--- src/rtl/p4_router_ingress_port_adapter.sv ---
// Narrow-to-wide AXI-Stream packer: IN_BYTES beats are packed into OUT_BYTES words, packets over MTU_BYTES are trimmed.
// Latency: 1 cycle from the accepted completing input beat to adapted_out_tvalid when the output is not stalled.
// Backpressure: accumulator plus output register; phys_in_tready drops only when both hold a word and adapted_out_tready is low.
//
// Ports:
//   clk, aresetn         - sole clock, asynchronous active-low reset
//   phys_in_*            - narrow AXI-Stream slave (tdata/tkeep/tlast/tuser/tvalid/tready); tuser is ignored
//   adapted_out_*        - wide AXI-Stream master; tuser/tid/tdest are zero and tstrb is all-ones
//   trunc_pulse          - one-cycle pulse for each packet cut at MTU_BYTES
//   stat_*_cnt           - saturating packet/byte/truncation counters, present only when
//                          P4_ROUTER_ING_ADAPTER_STATS_EN is defined (otherwise tied to zero)
module p4_router_ingress_port_adapter #(
    parameter int IN_BYTES  = 8,
    parameter int OUT_BYTES = 64,
    parameter int MTU_BYTES = 1500
) (
    input  logic                   clk,
    input  logic                   aresetn,

    input  logic [IN_BYTES*8-1:0]  phys_in_tdata,
    input  logic [IN_BYTES-1:0]    phys_in_tkeep,
    input  logic                   phys_in_tlast,
    input  logic                   phys_in_tuser,
    input  logic                   phys_in_tvalid,
    output logic                   phys_in_tready,

    output logic [OUT_BYTES*8-1:0] adapted_out_tdata,
    output logic [OUT_BYTES-1:0]   adapted_out_tkeep,
    output logic [OUT_BYTES-1:0]   adapted_out_tstrb,
    output logic                   adapted_out_tlast,
    output logic                   adapted_out_tuser,
    output logic [7:0]             adapted_out_tid,
    output logic [7:0]             adapted_out_tdest,
    output logic                   adapted_out_tvalid,
    input  logic                   adapted_out_tready,

    output logic                   trunc_pulse,
    output logic [31:0]            stat_pkt_cnt,
    output logic [47:0]            stat_byte_cnt,
    output logic [15:0]            stat_trunc_cnt
);

    localparam int R    = OUT_BYTES / IN_BYTES;
    localparam int IDXW = (R > 1) ? $clog2(R) : 1;
    localparam int CW   = $clog2(MTU_BYTES + IN_BYTES) + 1;
    localparam int BW   = $clog2(IN_BYTES + 1);

    generate
        if ((OUT_BYTES % IN_BYTES) != 0 || OUT_BYTES < IN_BYTES) begin : g_bad_ratio
            $error("OUT_BYTES must be a non-zero multiple of IN_BYTES");
        end
        if (MTU_BYTES < OUT_BYTES) begin : g_bad_mtu
            $error("MTU_BYTES must be at least OUT_BYTES");
        end
    endgenerate

    typedef enum logic {
        PACK    = 1'b0,
        DISCARD = 1'b1
    } state_t;

    state_t                   state;
    logic                     rdy_en;
    logic [OUT_BYTES*8-1:0]   acc_dat;
    logic [OUT_BYTES-1:0]     acc_keep;
    logic                     acc_last;
    logic                     acc_full;
    logic [IDXW-1:0]          acc_idx;
    logic [OUT_BYTES*8-1:0]   out_dat;
    logic [OUT_BYTES-1:0]     out_keep;
    logic                     out_last;
    logic                     out_vld;
    logic [CW-1:0]            byte_cnt;
    logic                     trunc_q;

    logic [BW-1:0]            beat_bytes;
    logic [CW-1:0]            count_next;
    logic [CW-1:0]            room;
    logic                     trunc;
    logic                     last_eff;
    logic                     complete;
    logic [IN_BYTES-1:0]      keep_eff;
    logic [IN_BYTES*8-1:0]    dat_eff;
    logic [OUT_BYTES*8-1:0]   new_dat;
    logic [OUT_BYTES-1:0]     new_keep;
    logic                     out_free;
    logic                     acc_stall;
    logic                     pack_acc;
    logic                     in_fire;
    logic                     unused_tuser;

    assign unused_tuser = phys_in_tuser;

    // Input stalls only when a finished word is parked in the accumulator behind a stalled output.
    // While discarding nothing is stored, so the input keeps flowing.
    assign out_free       = !out_vld || adapted_out_tready;
    assign acc_stall      = acc_full && out_vld && !adapted_out_tready;
    assign phys_in_tready = rdy_en && ((state == DISCARD) || !acc_stall);
    assign in_fire        = phys_in_tvalid && phys_in_tready;
    assign pack_acc       = in_fire && (state == PACK);

    always_comb begin
        beat_bytes = '0;
        for (int i = 0; i < IN_BYTES; i++) begin
            beat_bytes = beat_bytes + BW'(phys_in_tkeep[i]);
        end
    end

    assign count_next = byte_cnt + CW'(beat_bytes);
    assign room       = CW'(MTU_BYTES) - byte_cnt;
    // A tlast beat landing exactly on MTU is a normal end; anything beyond MTU is cut.
    assign trunc      = phys_in_tlast ? (count_next > CW'(MTU_BYTES))
                                      : (count_next >= CW'(MTU_BYTES));
    assign last_eff   = phys_in_tlast || trunc;
    assign complete   = (acc_idx == IDXW'(R - 1)) || last_eff;

    // Trim keep to the bytes that still fit under MTU and zero every byte not kept.
    always_comb begin
        keep_eff = '0;
        dat_eff  = '0;
        for (int i = 0; i < IN_BYTES; i++) begin
            keep_eff[i]       = trunc ? (CW'(i) < room) : phys_in_tkeep[i];
            dat_eff[i*8 +: 8] = keep_eff[i] ? phys_in_tdata[i*8 +: 8] : 8'h00;
        end
    end

    // When the accumulator holds a finished word, the incoming beat starts a fresh one.
    always_comb begin
        new_dat  = acc_full ? '0 : acc_dat;
        new_keep = acc_full ? '0 : acc_keep;
        for (int k = 0; k < R; k++) begin
            if (acc_idx == IDXW'(k)) begin
                new_dat[k*IN_BYTES*8 +: IN_BYTES*8] = dat_eff;
                new_keep[k*IN_BYTES +: IN_BYTES]    = keep_eff;
            end
        end
    end

    always_ff @(posedge clk or negedge aresetn) begin
        if (!aresetn) begin
            state    <= PACK;
            rdy_en   <= 1'b0;
            acc_dat  <= '0;
            acc_keep <= '0;
            acc_last <= 1'b0;
            acc_full <= 1'b0;
            acc_idx  <= '0;
            out_dat  <= '0;
            out_keep <= '0;
            out_last <= 1'b0;
            out_vld  <= 1'b0;
            byte_cnt <= '0;
            trunc_q  <= 1'b0;
        end else begin
            rdy_en  <= 1'b1;
            trunc_q <= 1'b0;

            // Output register: a parked word has priority over a word finishing this cycle.
            if (out_free) begin
                if (acc_full) begin
                    out_vld  <= 1'b1;
                    out_dat  <= acc_dat;
                    out_keep <= acc_keep;
                    out_last <= acc_last;
                end else if (pack_acc && complete) begin
                    out_vld  <= 1'b1;
                    out_dat  <= new_dat;
                    out_keep <= new_keep;
                    out_last <= last_eff;
                end else begin
                    out_vld  <= 1'b0;
                end
            end

            // Accumulator drains into the output register; clear it so later beats start from zero.
            if (acc_full && out_free) begin
                acc_full <= 1'b0;
                acc_dat  <= '0;
                acc_keep <= '0;
            end

            if (pack_acc) begin
                if (complete) begin
                    acc_idx <= '0;
                    if (acc_full || !out_free) begin
                        acc_full <= 1'b1;
                        acc_dat  <= new_dat;
                        acc_keep <= new_keep;
                        acc_last <= last_eff;
                    end else begin
                        acc_dat  <= '0;
                        acc_keep <= '0;
                    end
                end else begin
                    acc_dat  <= new_dat;
                    acc_keep <= new_keep;
                    acc_idx  <= acc_idx + IDXW'(1);
                end
            end

            case (state)
                PACK: begin
                    if (pack_acc) begin
                        byte_cnt <= last_eff ? '0 : count_next;
                        if (trunc) begin
                            trunc_q <= 1'b1;
                            if (!phys_in_tlast) begin
                                state <= DISCARD;
                            end
                        end
                    end
                end
                DISCARD: begin
                    if (in_fire && phys_in_tlast) begin
                        state <= PACK;
                    end
                end
                default: state <= PACK;
            endcase
        end
    end

    assign adapted_out_tdata  = out_dat;
    assign adapted_out_tkeep  = out_keep;
    assign adapted_out_tlast  = out_last;
    assign adapted_out_tvalid = out_vld;
    assign adapted_out_tstrb  = '1;
    assign adapted_out_tuser  = 1'b0;
    assign adapted_out_tid    = '0;
    assign adapted_out_tdest  = '0;
    assign trunc_pulse        = trunc_q;

`ifdef P4_ROUTER_ING_ADAPTER_STATS_EN
    localparam int OBW = $clog2(OUT_BYTES + 1);

    logic [OBW-1:0] out_bytes;
    logic [48:0]    byte_sum;
    logic [31:0]    pkt_q;
    logic [47:0]    bytes_q;
    logic [15:0]    trunc_cnt_q;
    logic           out_fire;

    always_comb begin
        out_bytes = '0;
        for (int i = 0; i < OUT_BYTES; i++) begin
            out_bytes = out_bytes + OBW'(out_keep[i]);
        end
    end

    assign out_fire = out_vld && adapted_out_tready;
    assign byte_sum = {1'b0, bytes_q} + 49'(out_bytes);

    always_ff @(posedge clk or negedge aresetn) begin
        if (!aresetn) begin
            pkt_q       <= '0;
            bytes_q     <= '0;
            trunc_cnt_q <= '0;
        end else begin
            if (out_fire) begin
                bytes_q <= byte_sum[48] ? '1 : byte_sum[47:0];
                if (out_last && (pkt_q != '1)) begin
                    pkt_q <= pkt_q + 32'd1;
                end
            end
            if (trunc_q && (trunc_cnt_q != '1)) begin
                trunc_cnt_q <= trunc_cnt_q + 16'd1;
            end
        end
    end

    assign stat_pkt_cnt   = pkt_q;
    assign stat_byte_cnt  = bytes_q;
    assign stat_trunc_cnt = trunc_cnt_q;
`else
    assign stat_pkt_cnt   = '0;
    assign stat_byte_cnt  = '0;
    assign stat_trunc_cnt = '0;
`endif

endmodule

--- config.mk ---
export PLATFORM = sky130hd
export DESIGN_NAME = p4_router_ingress_port_adapter
export DESIGN_NICKNAME = d
export VERILOG_FILES = /design/src/rtl/p4_router_ingress_port_adapter.sv
export SDC_FILE = /design/constraint.sdc
export NUM_CORES = 2
export LEC_CHECK = 0
export CORE_ASPECT_RATIO = 0.8
export CORE_MARGIN = 5
export CORE_UTILIZATION = 26
export DETAILED_ROUTE_END_ITERATION = 10
export GPL_TIMING_DRIVEN = 0
export PLACE_DENSITY = 0.45
export SLEW_MARGIN = 40
export SYNTH_ARGS = -nofsm -noshare
export SYNTH_HDL_FRONTEND = slang
export SYNTH_SLANG_ARGS = --single-unit
--- constraint.sdc ---
create_clock -name clk -period 6.6 [get_ports clk]
set_input_delay 1.32 -clock clk [delete_from_list [all_inputs] [get_ports clk]]
set_output_delay 1.32 -clock clk [all_outputs]
set_load 0.02 [all_outputs]
== Word-level counts from Yosys, hierarchy flattened ==
Index checks and enable logic that the tools add are counted.
W data, S select, Z words.
Storage, ports and cells
  register bits: 1174
  bits in latches: 0
  bits in writable memories: 0
  ROM bits: 0
  memories: 0
Operators by class
  $add $sub $neg: 10
  multipliers: 0
  divide/modulo/power cells: 0
  $lt $le $gt $ge: 10
  equality and inequality tests: 7
  shifts and indexed selects: 0
  multiplexer cells: 65
  bitwise gates (word level): 1
  reduce and logical (&&, ||, !) cells: 23
Operators by type and width (number)
  $mux W512: 7
  $mux W64: 15
  $mux W8: 16
  $lt A3 B12 Y1 const A: 4
  $lt A1 B12 Y1 const A: 2
  $lt A2 B12 Y1 const A: 2
  $mux W1: 24
  $add A4 B1 Y4: 4
  $add A12 B4 Y12: 1
  $eq A3 B3 Y1 const B: 4
  $ge A12 B11 Y1 const B: 1
  $gt A12 B11 Y1 const B: 1
  $mux W12: 1
  $sub A11 B12 Y12 const A: 1
  $logic_and A1 B1 Y1: 8
  $eq A3 B2 Y1 const B: 2
  $logic_or A1 B1 Y1: 5
  $add A3 B1 Y4: 1
  $logic_not A1 Y1: 4
  $reduce_and A2 Y1: 2
  $reduce_bool A2 Y1: 2
  $add A2 B1 Y3: 1
  $add A3 B1 Y3 const B: 1
  $eq A3 B1 Y1 const B: 1
  6 further kinds: 6

== Logic depth before layout (Yosys ltp) ==
  word-level depth: 16
  gate-level depth with buffers: 20

== Worst setup path before layout ==
No wires, ideal clock.
  kind: input to register
  from: in phys_in_tkeep[0]
  to: reg out_dat[216] (netlist: adapted_out_tdata[216])
  data arrival time: 6.018 ns
  data required time: 6.475 ns
  slack: 0.457 ns
  stages on the path: 18
  path buffers: 4
  cell sequence: fa_1 > inv_1 > fa_1 > fa_1 > inv_1 > fa_1 > fa_1 > a211o_1 > a211oi_1 > nand4_1 > a211oi_4 > o21a_1 > buf_6 > o211a_1 > buf_4 > buf_6 > buf_4 > mux2_2
On the way
  longest elaborated chain between the ends: 15
Ends and longest elaborated chain
  from (decl): line 21  | input logic [IN_BYTES-1:0] phys_in_tkeep,
  $add A1 B1 Y2 *: line 105  | beat_bytes = beat_bytes + BW'(phys_in_tkeep[i]);
  $add A2 B1 Y3 *: line 105
  $add A3 B1 Y4 *: line 105
  $add A4 B1 Y4 * (4 in series): line 105
  $add A12 B4 Y12 *: line 109  | assign count_next = byte_cnt + CW'(beat_bytes);
  $ge A12 B11 Y1 / $gt A12 B11 Y1 (equally long branches): line 113, 112
  $mux W1 *: line 112  | assign trunc = phys_in_tlast ? (count_next > CW'(MTU_BYTES))
  $mux W1 / $logic_or A1 B1 Y1 (equally long branches): line 122, 114
  $mux W8 / $logic_or A1 B1 Y1 (equally long branches): line 123, 115
  $mux W64 / $logic_and A1 B1 Y1 (equally long branches): line 132, 165
  $mux W512 / $reduce_bool A2 Y1 (equally long branches)
  $mux W512 / $reduce_and A2 Y1 (equally long branches)
  to (signal assigned): line 162  | out_dat <= acc_dat;
  to (signal assigned): line 167  | out_dat <= new_dat;
  to (decl): line 69  | logic [OUT_BYTES*8-1:0] out_dat;
Every way passes the cells marked *; elsewhere a longest branch is shown, timed or not. The select of a mux whose other input is x is not followed.
A chain may end at the register's enable or synchronous reset.

== Worst setup path in the final report ==
  from: in phys_in_tkeep[0]
  to: reg out_dat[330] (netlist: adapted_out_tdata[330])
The elaborated chain is that of the path after synthesis.

==> results.tsv <==
stage	metric	value	unit
status	status	finished, final reports clean	
clock_tree	clock slew at reported path FFs	0.06	ns
worst_setup_path	slowest cell on the critical path	o211ai_1	
sta	Fin Setup TNS	0	ns
die	Initial Util	0.261	
clock_tree	TritonCTS Buffers	136	
synth	Synth async-reset ratio	1.00	
routing	via density per instance	5.16	
power_and_ir_drop	Int Power	0.0162	W
sta	Tightest Pin Transition	0.952	ns
power_and_ir_drop	worst vdd ir	0.000150	V
synth	flops & latches, synth	1174	
worst_setup_path	worst path cell trace	dlygate4sd2_1, fa_1, inv_1, fa_1, fa_1, inv_1, fa_1, fa_1, a211o_1, and4_1, o21ai_0, a211oi_4, o21a_1, buf_6, buf_4, o211ai_1, buf_2, o211ai_1, o21a_1	
synth	synth unique cells	66	
global_routing	first-pass GRT wire length	344	mm
global_routing	GRT Resource Usage Total	0.236	
global_routing	pin count of the biggest net entering global routing	108	
routing	total number of vias	43200	
synth	Synth Instances	4658	
global_routing	initial antenna violation count	31	
clock_tree	H-tree depth	4	
die	die width	504	microns
power_and_ir_drop	Sw Ratio	0.363	
worst_setup_path	Most Frequent Cell on Critical Path	fa_1	
clock_tree	clock sinks	1174	
synth	synth top area cells	dfrtp_1 (58%), o2bb2ai_1 (8.7%), o211ai_1 (5.4%), o21a_1 (4.9%), nand2_1 (4.8%)	
synth	Avg Inst Size Synth	10.9	sq um
worst_setup_path	Crit Path Class	in2reg	
synth	top cell type's share of synthesized area	0.579	
sta	Min Clock Period, post-route	6.54	ns
synth	top-count cell post-synth	dfrtp_1	
global_routing	via count of the first global-routing pass	42600	
routing	DRC	0	
routing	drt first pass iters	5	
sta	clock skew	0.0410	ns
routing	Avg WL per Cell	29.8	microns
synth	EDFF count, synth	0	
power_and_ir_drop	Clock Power Share	0.304	
clock_tree	clk buf depth	3	
power_and_ir_drop	pwr/cell area	378	nW/um^2
worst_setup_path	WP data required	7.27	ns
power_and_ir_drop	Leak Pwr	27.1	nW
hold_path	Hold Crit Class	in2async	
synth	top_reg_cell synth	dfrtp_1	
sta	Final Setup Violations	0	
place	DP HPWL	192	mm
power_and_ir_drop	Flop pwr share	0.381	
worst_setup_path	WP data arrival	7.21	ns
worst_setup_path	CP peak stage delay	0.64	ns
synth	Synth warnings	0	
sta	max-slew violation count	0	
worst_setup_path	Setup crit start kind	primary input	
synth	Synth area leader	dfrtp_1	
worst_setup_path	Worst Setup End Kind	register	
place	dpl cell area	61600	sq um
job	Max-Cap Viols	0	
die	std cell rows	145	
place	# port buffers	632	
global_routing	grt ovf	0	
routing	Initial DRC Count	3526	
die	I/O pin count	835	
worst_setup_path	worst-path fanout max	10	
routing	Routed WL	249	mm
sta	highest clock rate	0.153	GHz
clock_tree	CTS Root Cell	clkbuf_16	
place	routability cong.	0.911	
cells_and_area	Fill cells	19800	
cells_and_area	design area	67100	sq um
cells_and_area	fin nets	5777	
sta	final hold violations	0	
power_and_ir_drop	Psw	0.00922	W
die	Core Area	195000	sq um
synth	sequential element share of the synthesized area	0.579	
die	Vert. Die Dim	405	microns
synth	synthesized area	50700	sq um
sta	Slew HR	0.366	
sta	final period utilization	0.991	
die	die area	204000	sq um
clock_tree	worst-skew pair later-pin latency	0.81	ns
cells_and_area	Area Growth Syn to Fin	32.4	%
power_and_ir_drop	combinational cell fraction of total power	0.315	
sta	RSZ-0062 raised after global routing	true	
clock_tree	CTS tree	built	
cells_and_area	share of cells above drive strength 1	0.143	
routing	Final ANT Viol Nets	0	
clock_tree	CTS Hold Bufs	0	
synth	most frequent cells after synthesis	dfrtp_1 (1174), nand2_1 (648), o2bb2ai_1 (505)	
## final timing paths
path	cells past startpoint	end	from	slack [ns]
min in group clk	1	acc_keep[57]	acc_keep[57]	0.48
max in group asynchronous	5	adapted_out_tdata[336]	aresetn	3.75
worst max register to register	17	adapted_out_tdata[330]	byte_cnt[0]	0.95
worst min-delay path	1	adapted_out_tdata[185]	aresetn	0.43
worst min register to register	1	acc_keep[57]	acc_keep[57]	0.48
worst max-delay path	19	adapted_out_tdata[330]	phys_in_tkeep[0]	0.06
## metal layers
| metal | vias up | track usage | share of wire |
|---|---|---|---|
| li1 | 18700 | - | - |
| met1 | 22500 | 0.314 | 0.42 |
| met2 | 1644 | 0.364 | 0.45 |
| met3 | 365 | 0.0622 | 0.078 |
| met4 | 8 | 0.102 | 0.048 |
| met5 | - | 0 | 0.00020 |
## worst max-delay path, delay by kind of cell
| kind | cells | cell delay (ns) |
|---|---|---|
| buffers and inverters | 6 | 1.24 |
| adders and majority gates | 5 | 2.47 |
| AOI/OAI and AO/OA | 7 | 1.96 |
| and+or+nand+nor | 1 | 0.21 |
## state kept, by name (all words and copies together) (netlist names)
| register | cells |
|---|---|
| adapted_out_tkeep | 64 |
| acc_idx | 3 |
| acc_full | 1 |
| adapted_out_tlast | 1 |
| byte_cnt | 12 |
| adapted_out_tdata | 512 |
| acc_keep | 64 |
| trunc_pulse | 1 |
| acc_dat | 512 |
| adapted_out_tvalid | 1 |
| acc_last | 1 |
| rdy_en | 1 |
| state | 1 |
## power groups by stage
stage / Clock, W / Combinational [W] / Sequential (W)
floorplan: 0 / 0.00230 / 0.0107
global placement: 0 / 0.00787 / 0.00986
detailed placement: 0 / 0.00795 / 0.00980
CTS: 0.00784 / 0.00801 / 0.00969
global route: 0.00811 / 0.00842 / 0.00978
finish: 0.00771 / 0.00800 / 0.00966
## logic make-up (layout without fill, tap and decap cells)
group | after synthesis | count (layout) | synth area share
buffers and inverters | 672 | 1619 | 0.0690
XOR/XNOR | 3 | 3 | 0.000518
other | 2 | 193 | 0.000148
adder cells (fa/ha/maj) | 21 | 21 | 0.00587
flip-flops | 1174 | 1174 | 0.579
multiplexers | 32 | 32 | 0.00708
AND/OR/NAND/NOR | 1144 | 1144 | 0.0929
AO/OA/AOI/OAI | 1610 | 1610 | 0.245
## cell usage in the layout, fill, tap and decap left out, types with 15 or more instances in the layout
| master | count |
|---|---|
| clkbuf_2 | 51 |
| clkinv_2 | 21 |
| o2bb2ai_1 | 502 |
| clkbuf_4 | 32 |
| nand3_1 | 198 |
| clkbuf_16 | 139 |
| conb_1 | 178 |
| diode_2 | 15 |
| clkbuf_8 | 24 |
| buf_2 | 116 |
| nand2_1 | 628 |
| a22o_1 | 60 |
| inv_1 | 19 |
| o21a_1 | 333 |
| buf_6 | 28 |
| o211ai_1 | 367 |
| clkbuf_1 | 234 |
| clkdlybuf4s50_1 | 628 |
| buf_16 | 16 |
| o21ai_0 | 52 |
| nor2_1 | 230 |
| a31oi_1 | 220 |
| buf_4 | 263 |
| mux2_2 | 31 |
| nand2_2 | 16 |
| ha_1 | 15 |
| dfrtp_1 | 1174 |
## per-stage QoR
| step | utilization | cells | total power (W) | hold WS, ns | setup WS, ns |
|---|---|---|---|---|---|
| final | 0.345 | 8368 | 0.0254 | 0.435 | 0.0576 |
| after global routing | 0.345 | 8361 | 0.0263 | 0.434 | -0.00859 |
| after CTS | 0.342 | 8330 | 0.0255 | 0.407 | 0.0571 |
| after detailed placement | 0.317 | 8064 | 0.0177 | 0.467 | -1.68 |
| after global placement | 0.313 | 8038 | 0.0177 | 0.460 | -52.99 |
| after floorplan | - | 4834 | 0.0130 | 0.450 | 0.457 |
## area by class of cell
class / count / area, sq um / share of cell area
buffer: 644 / 3750 / 0.0559
clock inverter: 42 / 510 / 0.00761
timing repair buffer: 714 / 7360 / 0.110
clock buffer: 198 / 3940 / 0.0587
tap: 2572 / 3220 / 0.0479
multi-input combinational: 2988 / 18800 / 0.281
inverter: 21 / 78.8 / 0.00117
antenna: 15 / 37.5 / 0.000559
sequential: 1174 / 29400 / 0.438
## what timing repair did
action,in CTS,in global routing
buffers inserted,26,30
resized for setup,71,151
setup endpoints to repair,1160,683
pin swaps,19,26
endpoints found under the hold margin,0,0
(Power assumes the default switching activity.)
